<file path="src/rtl/spi_arb_pkg.sv">
// Shared definitions for the SPI burst arbiter: controller states and default
// chip-select timing.
package spi_arb_pkg;

  localparam int CS_SETUP_DEF = 2;
  localparam int CS_HOLD_DEF  = 2;

  typedef enum logic [2:0] {
    IDLE,
    SETUP,
    START,
    WAIT,
    NEXT,
    HOLD
  } arb_state_t;

endpackage

</file>
<file path="src/rtl/spi_arb_select.sv">
// Winner selection for the SPI burst arbiter: request vector -> one-hot winner.
// Fixed lowest-index priority by default; SPI_ARB_ROUND_ROBIN_EN selects round robin.
module spi_arb_select #(
  parameter int NUM_REQ = 2
) (
  input  logic [NUM_REQ-1:0] i_req,
`ifdef SPI_ARB_ROUND_ROBIN_EN
  input  logic [NUM_REQ-1:0] i_last_gnt,
`endif
  output logic [NUM_REQ-1:0] o_win
);

  function automatic logic [NUM_REQ-1:0] lowest_set(input logic [NUM_REQ-1:0] v);
    logic [NUM_REQ-1:0] r;
    r = '0;
    for (int i = NUM_REQ - 1; i >= 0; i--) begin
      if (v[i]) begin
        r    = '0;
        r[i] = 1'b1;
      end
    end
    return r;
  endfunction

`ifdef SPI_ARB_ROUND_ROBIN_EN
  logic [NUM_REQ-1:0] w_mask;
  logic [NUM_REQ-1:0] w_upper;

  // Mask keeps only the indices strictly above the last grant; if none of
  // those request, wrap around to the lowest requester overall.
  // NOTE: every variable written in always_comb gets a default first so no latch is inferred.
  always_comb begin
    logic seen;
    seen   = 1'b0;
    w_mask = '0;
    for (int i = 0; i < NUM_REQ; i++) begin
      w_mask[i] = seen;
      seen      = seen | i_last_gnt[i];
    end
  end

  assign w_upper = i_req & w_mask;
  assign o_win   = (|w_upper) ? lowest_set(w_upper) : lowest_set(i_req);
`else
  assign o_win = lowest_set(i_req);
`endif

endmodule

</file>
<file path="src/rtl/spi_burst_arbiter.sv">
// Arbitrates byte bursts from NUM_REQ requesters onto one byte-level SPI master,
// with per-requester chip select. Optional macro: SPI_ARB_ROUND_ROBIN_EN.
module spi_burst_arbiter
  import spi_arb_pkg::*;
#(
  parameter int NUM_REQ  = 2,
  parameter int CS_SETUP = CS_SETUP_DEF,
  parameter int CS_HOLD  = CS_HOLD_DEF
) (
  input  logic                 clk,
  input  logic                 rst,
  input  logic [NUM_REQ-1:0]   req,
  input  logic [8*NUM_REQ-1:0] req_tx_data,
  input  logic [NUM_REQ-1:0]   req_last,
  output logic [NUM_REQ-1:0]   gnt,
  output logic [NUM_REQ-1:0]   ack,
  output logic [7:0]           rx_data,
  output logic                 spi_start,
  output logic [7:0]           spi_tx_data,
  input  logic                 spi_busy,
  input  logic                 spi_ready,
  input  logic [7:0]           spi_rx_data,
  output logic [NUM_REQ-1:0]   cs_n
);

  localparam int CNT_MAX = (CS_SETUP > CS_HOLD) ? CS_SETUP : CS_HOLD;
  localparam int CNT_W   = (CNT_MAX > 1) ? $clog2(CNT_MAX) : 1;

  arb_state_t         r_state;
  logic [CNT_W-1:0]   r_cnt;
  logic [NUM_REQ-1:0] r_gnt;
  logic [NUM_REQ-1:0] r_cs_n;
  logic [NUM_REQ-1:0] r_ack;
  logic [7:0]         r_rx_data;
  logic               r_spi_start;
  logic [7:0]         r_spi_tx_data;
  logic               r_last;

  logic [NUM_REQ-1:0] w_win;
  logic [7:0]         w_tx_byte;
  logic               w_req_sel;
  logic               w_last_sel;

`ifdef SPI_ARB_ROUND_ROBIN_EN
  logic [NUM_REQ-1:0] r_rr_ptr;

  spi_arb_select #(
    .NUM_REQ    (NUM_REQ)
  ) u_select (
    .i_req      (req),
    .i_last_gnt (r_rr_ptr),
    .o_win      (w_win)
  );
`else
  spi_arb_select #(
    .NUM_REQ (NUM_REQ)
  ) u_select (
    .i_req   (req),
    .o_win   (w_win)
  );
`endif

  always_comb begin
    w_tx_byte = '0;
    for (int i = 0; i < NUM_REQ; i++) begin
      if (r_gnt[i]) w_tx_byte = w_tx_byte | req_tx_data[8*i +: 8];
    end
  end

  assign w_req_sel  = |(req & r_gnt);
  assign w_last_sel = |(req_last & r_gnt);

  // NOTE: sequential state uses non-blocking assignments so every register
  // samples the pre-edge values of the others.
  always_ff @(posedge clk or posedge rst) begin
    if (rst) begin
      r_state       <= IDLE;
      r_cnt         <= '0;
      r_gnt         <= '0;
      r_cs_n        <= '1;
      r_ack         <= '0;
      r_rx_data     <= '0;
      r_spi_start   <= 1'b0;
      r_spi_tx_data <= '0;
      r_last        <= 1'b0;
`ifdef SPI_ARB_ROUND_ROBIN_EN
      r_rr_ptr      <= {1'b1, {(NUM_REQ-1){1'b0}}};
`endif
    end else begin
      r_ack <= '0;
      case (r_state)
        IDLE: begin
          if (|req) begin
            r_gnt   <= w_win;
            r_cs_n  <= ~w_win;
            r_cnt   <= '0;
            r_state <= SETUP;
`ifdef SPI_ARB_ROUND_ROBIN_EN
            r_rr_ptr <= w_win;
`endif
          end
        end

        SETUP: begin
          if (r_cnt == CNT_W'(CS_SETUP - 1)) begin
            r_cnt         <= '0;
            r_spi_tx_data <= w_tx_byte;
            r_last        <= w_last_sel;
            r_spi_start   <= !spi_busy;
            r_state       <= START;
          end else begin
            r_cnt <= r_cnt + 1'b1;
          end
        end

        // Start is only raised once the master is idle, and dropped on the
        // first busy cycle it causes.
        START: begin
          if (r_spi_start && spi_busy) begin
            r_spi_start <= 1'b0;
            r_state     <= WAIT;
          end else if (!spi_busy) begin
            r_spi_start <= 1'b1;
          end
        end

        WAIT: begin
          if (!spi_busy && spi_ready) begin
            r_rx_data <= spi_rx_data;
            r_ack     <= r_gnt;
            r_cnt     <= '0;
            r_state   <= r_last ? HOLD : NEXT;
          end
        end

        // The ack cycle is skipped so the requester can present its next byte.
        NEXT: begin
          if (r_ack == '0) begin
            if (w_req_sel) begin
              r_spi_tx_data <= w_tx_byte;
              r_last        <= w_last_sel;
              r_spi_start   <= !spi_busy;
              r_state       <= START;
            end else begin
              r_cnt   <= '0;
              r_state <= HOLD;
            end
          end
        end

        HOLD: begin
          if (r_gnt != '0) begin
            if (r_cnt == CNT_W'(CS_HOLD - 1)) begin
              r_cnt  <= '0;
              r_gnt  <= '0;
              r_cs_n <= '1;
            end else begin
              r_cnt <= r_cnt + 1'b1;
            end
          end else if (r_cnt == CNT_W'(CS_HOLD - 1)) begin
            r_cnt   <= '0;
            r_state <= IDLE;
          end else begin
            r_cnt <= r_cnt + 1'b1;
          end
        end

        default: r_state <= IDLE;
      endcase
    end
  end

  assign gnt         = r_gnt;
  assign cs_n        = r_cs_n;
  assign ack         = r_ack;
  assign rx_data     = r_rx_data;
  assign spi_start   = r_spi_start;
  assign spi_tx_data = r_spi_tx_data;

endmodule

</file>
<file path="config.mk">
export PLATFORM = sky130hd
export DESIGN_NAME = spi_burst_arbiter
export DESIGN_NICKNAME = d
export VERILOG_FILES = /design/src/rtl/spi_arb_pkg.sv /design/src/rtl/spi_arb_select.sv /design/src/rtl/spi_burst_arbiter.sv
export SDC_FILE = /design/constraint.sdc
export NUM_CORES = 1
export LEC_CHECK = 0
export CORE_UTILIZATION = 25
export CTS_BUF_LIST = sky130_fd_sc_hd__clkbuf_16
export CTS_CLUSTER_SIZE = 30
export DETAILED_ROUTE_END_ITERATION = 6
export PLACE_DENSITY = 0.58
export RECOVER_POWER = 50
export REMOVE_ABC_BUFFERS = 1
export SYNTH_ARGS = -nofsm -noshare
export SYNTH_HDL_FRONTEND = slang
export SYNTH_SLANG_ARGS = --single-unit
</file>
<file path="constraint.sdc">
create_clock -name clk -period 1.7 [get_ports clk]
set_input_delay 0.255 -clock clk [delete_from_list [all_inputs] [get_ports clk]]
set_output_delay 0.255 -clock clk [all_outputs]
set_load 0.02 [all_outputs]
</file>
# Yosys cells after proc, flatten, opt, wreduce, memory -nomap -nowiden
# Cells that the tools add are included.
[op_classes] addsub=1 n_eq_ne=16 muxes=44 bitwise=4 reduce_logical=20
[op_table] op="8-bit 2-to-1 mux" count=5
[op_table] op="3-bit 2-to-1 mux" count=8
[op_table] op="2-bit 2-to-1 mux" count=10
[op_table] op="2-bit != test (second input constant)" count=10
[op_table] op="3-bit one-hot mux with 6 select lines" count=1
[op_table] op="8-bit one-hot mux with 2 select lines" count=1
[op_table] op="1-bit 2-to-1 mux" count=14
[op_table] op="5-bit AND reduction" count=2
[op_table] op="8-bit OR" count=1
[op_table] op="2-bit one-hot mux with 2 select lines" count=2
[op_table] op="4-bit AND reduction" count=2
[op_table] op="2-bit OR reduction" count=4
[op_table] op="7-bit AND reduction" count=1
[op_table] op="3-bit by 2-bit equality test with 1-bit output (second input constant)" count=2
[op_table] op="3-bit equality test (second input constant)" count=2
[op_table] op="2-bit nonzero test" count=3
[op_table] op="2-bit AND" count=2
[op_table] op="1-bit one-hot mux with 4 select lines" count=1
[op_table] op="4-bit nonzero test" count=1
[op_table] op="3-bit by 1-bit equality test with 1-bit output (second input constant)" count=1
[op_table] op="3-bit zero test" count=1
[op_table] op="3-bit != test (second input constant)" count=1
[op_table] op="1-bit one-hot mux with 3 select lines" count=1
[op_table] op="3-bit nonzero test" count=1
[op_table] op="7 further kinds" count=8
[word_totals] regBits=28 in_bits=32 out_inout_bits=23

# Logic depth before layout (Yosys ltp)
[depth] depth_word=6 ltp_mapped=7 depth_no_buf=5

# Cells and area by module
# Synthesis repeated with hierarchy kept, for this count alone.
[hier_totals] cells_unflattened=154 area_unflattened_um2=1432.6
[modules_own_cells] mod="spi_burst_arbiter" instances=1 cells_each=152 area_per_inst_um2=1411.4 seq_area_each_um2=703.2
[modules_own_cells] mod="spi_arb_select" instances=1 cells_each=2 area_per_inst_um2=21.3 seq_area_each_um2=0.0

# Worst setup path after synthesis
# OpenSTA, ideal clock, no wires.
[synth_timing] path_kind="flip-flop to flip-flop" from="register r_ack[1], in the netlist ack[1]" to="register r_spi_tx_data[4], in the netlist spi_tx_data[4]" arrival_time_ps=1530 required_time_ps=1627 setup_slack_ps=97 stages_incl_launch_ff=7 n_path_buf=1 cell_sequence="dfrtp_1 -> o21ai_0 -> o22ai_2 -> a211oi_4 -> buf_6 -> nor2_2 -> a21oi_2"
[synth_via] elab_chain_cells=3
[synth_rtl] element="start: declaration" line_no="spi_burst_arbiter.sv:33" source="logic [NUM_REQ-1:0] r_ack;"
[synth_rtl] element="start signal: assignment" line_no="spi_burst_arbiter.sv:130" source="r_ack <= r_gnt;"
[synth_rtl] element="2-bit zero test" line_no="spi_burst_arbiter.sv:138" source="if (r_ack == '0) begin"
[synth_rtl] element="2-bit != test (no source line)"
[synth_rtl] element="4-bit AND reduction (no source line)"
[synth_rtl] element="end signal: assignment" line_no="spi_burst_arbiter.sv:107" source="r_spi_tx_data <= w_tx_byte;"
[synth_rtl] element="end signal: assignment" line_no="spi_burst_arbiter.sv:140" source="r_spi_tx_data <= w_tx_byte;"
[synth_rtl] element="end: declaration" line_no="spi_burst_arbiter.sv:36" source="logic [7:0] r_spi_tx_data;"
# Every way passes these cells.
# A chain may end at the register's enable or synchronous reset.

# Worst setup path in the final report
[layout_timing] from="register r_cs_n[0], in the netlist cs_n[0]" to="output cs_n[0]"
[layout_rtl] element="start: declaration" line_no="spi_burst_arbiter.sv:32" source="logic [NUM_REQ-1:0] r_cs_n;"
[layout_rtl] element="start signal: assignment" line_no="spi_burst_arbiter.sv:95" source="r_cs_n <= ~w_win;"
[layout_rtl] element="end: declaration" line_no="spi_burst_arbiter.sv:23" source="output logic [NUM_REQ-1:0] cs_n"
# No word-level cell between the ends.

==> impl_results.md <==
* Ys async rst share at 1.000
* Number of synthesized flops with an enable pin at 0
* Fin crit share at 0.9634
* Final Max Tran Viols at 0
* Sequential area share after synthesis at 0.4965
* Via count at 1242
* XOR/XNOR Fraction of Synth Area at 0
* Crit-path leading delay family: buffers and inverters
* Largest family of logic cells by synthesized area: compound AO/OA/AOI/OAI gates
* Critical path, cell by cell: clkdlybuf4s50_1
* Max-Cap Viols at 0
* Non-Filler Instances at 267
* Layout area overhead at 52.56%
* Effective utilization at floorplan at 0.2588
* Post-DP Area at 0.002077 mm²
* Cell Area, Synth at 0.001416 mm²
* Antenna-violating nets left at 0
* Cells after synthesis at 137
* Total core area at 0.005473 mm²
* Postcts setup bufs at 0
* DP Cell Count at 263
* Worst EP arrival at 1380 ps
* Syn Area/Cell at 10.34 µm²
* Req. time, crit path at 1440 ps
* Worst r2r path cells at 5
* Tot GR Track Use at 0.1242
* # setup viols final at 0
* Longest Clk Path Bufs at 2
* Cts bufs inserted at 3
* Top_reg_cell synth: dfrtp_1
* Post-DP HPWL at 2525 µm
* Slew headroom at 0.5409
* Crit-path max cell delay at 600 ps
* Crit. End Element: primary output
* Initial antenna violation count at 0
* Drt first-iter violations at 31
* TritonCTS clock tree: built
* Clk slew on worst S/H paths at 60 ps
* Port Buffers at 54
* Global-route wire length before repair at 5968 µm
* Yosys warns at 0
* Yosys cell types at 37
* IO Count at 55
* Crit Path Category: register to primary output
* Grt total ovfl at 0
* Crit path depth at 1
* DRC viols at 0
* Yosys reg bits at 28
* Fmax at 610.6 MHz
* Layout cells sized above 1 at 0.1692
* Crit path buffers/inverters at 1
* Vias/cell at 4.652
* FP Rows at 27
* Finished Cell Area at 0.002161 mm²
* Hold path depth at 2
* Endpoints failing hold at 0
* Clock skew at 7.137 ps
* Slew @ Worst Pin at 688.7 ps
* Die Area at 0.005971 mm²
* Pwr Total at 4067 µW
* Post-synthesis mux area share at 0.06360
* PD cells at 1882 mW/mm²
* Worst skew pair latency at 260 ps
* RSZ-0062 raised after global routing: false
* Clock sinks at 28
* Lkg Pwr at 0.0008967 µW
* Startpoint types: register
* H-tree levels at 1
* Pre-antenna DRT Iters at 4
* Vias in the first global route at 1288
* Worst-path fanout max at 2
* Peak VDD IR at 0.8225 mV
* Hold-fix buffers at CTS at 0
* Hold_ws at 315.4 ps
* Resize count post-CTS at 0
* Total wire length at 3405 µm
* Status: completed
* Min Clock Period, post-route at 1638 ps
* Synth Area in Adders at 0
* Fillers at 563
* Die X at 77.27 µm
* Die height at 77.27 µm
* # nets final at 228
* Post-synthesis simple-gate area fraction at 0.1608
* Number of diodes at 0
* Clock root buffer: clkbuf_16
* WL per Instance at 12.75 µm
* Compound-cell area share of the yosys netlist at 0.2253
* Pin count of the biggest net entering global routing at 29
* RePlAce Congestion at 0.7916
* Critical-path top delay cell: clkdlybuf4s50_1
* Worst hold path type: primary input to register
==> placed cells by master, fill, tap and decap left out, drive strengths merged, types with 3 or more instances in the layout <==
master         netlist  routed
clkbuf               4       4
dfrtp               26      26
nand3b               4       4
buf                  6       9
mux2                 8       8
nor2b                3       3
a21oi               13      13
nor2                17      17
o21ai                6       6
inv                  5       6
nor3                 5       5
nand2                6       6
clkdlybuf4s50        0      52
a22oi               10      10
==> synth_stat cells (3+ instances only) <==
cell      number  area share
dfrtp_1       26        0.46
o21ai_0        4       0.014
nand3b_1       3       0.016
mux2_2         8       0.064
nor3_1         5       0.018
inv_1          5       0.013
buf_2          4       0.014
a22oi_1       10       0.053
nor2_1        16       0.042
a21oi_1       12       0.042
nand2_1        6       0.016
clkbuf_1       4       0.011
nor2b_1        3       0.013
==> area by class of cell <==
| type | instances | area [µm²] | area share |
|---|---|---|---|
| Clock buffer | 3 | 75.07 | 0.03474 |
| Sequential cell | 28 | 703.2 | 0.3254 |
| Tap cell | 72 | 90.09 | 0.04169 |
| Inverter | 5 | 18.77 | 0.008686 |
| Timing Repair Buffer | 64 | 628.1 | 0.2907 |
| Multi-Input combinational cell | 94 | 641.9 | 0.2970 |
| Clock inverter | 1 | 3.754 | 0.001737 |
==> cell families after synthesis <==
family | after synthesis
AO/OA/AOI/OAI | 44
buffers and inverters | 15
flip-flops | 28
multiplexers | 8
AND/OR/NAND/NOR | 42
==> power by group <==
| group | internal, µW | switching (µW) | total (µW) |
|---|---|---|---|
| clock network | 315 | 212 | 526 |
| registers | 1000 | 255 | 1260 |
| logic | 1130 | 1150 | 2280 |
| total | 2450 | 1620 | 4070 |
==> state kept, by name, summed over array words and instances (netlist names) <==
| signal | cells |
|---|---|
| gnt | 2 |
| r_cnt | 1 |
| spi_tx_data | 8 |
| spi_start | 1 |
| cs_n | 2 |
| rx_data | 8 |
| ack | 2 |
| r_state | 3 |
| r_last | 1 |
==> worst paths after layout <==
check / startpoint / to / slack [ps]
hold / removal: req[0] / cs_n[0] / 320
setup / recovery: cs_n[0] / cs_n[0] / 60
max in group asynchronous: rst / r_cnt / 640
min in group asynchronous: rst / ack[1] / 620
hold reg to reg: cs_n[0] / cs_n[0] / 500
setup reg to reg: r_state[2] / r_state[0] / 110
==> routing by layer <==
metal,vias to the layer above,track usage,share of wire
met5,-,0,0
met4,0,0.03396,0.0079
met3,2,0.02738,0.039
met2,22,0.2053,0.49
met1,612,0.1620,0.46
li1,606,-,-
==> stage by stage <==
step                      setup slack [ps]    util  TNS (ps)
final                                62.20  0.3948         0
after global routing                 1.592  0.3948         0
after CTS                            52.18  0.3939         0
after detailed placement            -172.3  0.3795     -1792
after global placement              -164.1  0.3795     -1724
after floorplan                     -62.36       -    -527.2
(Power assumes the default switching activity.)
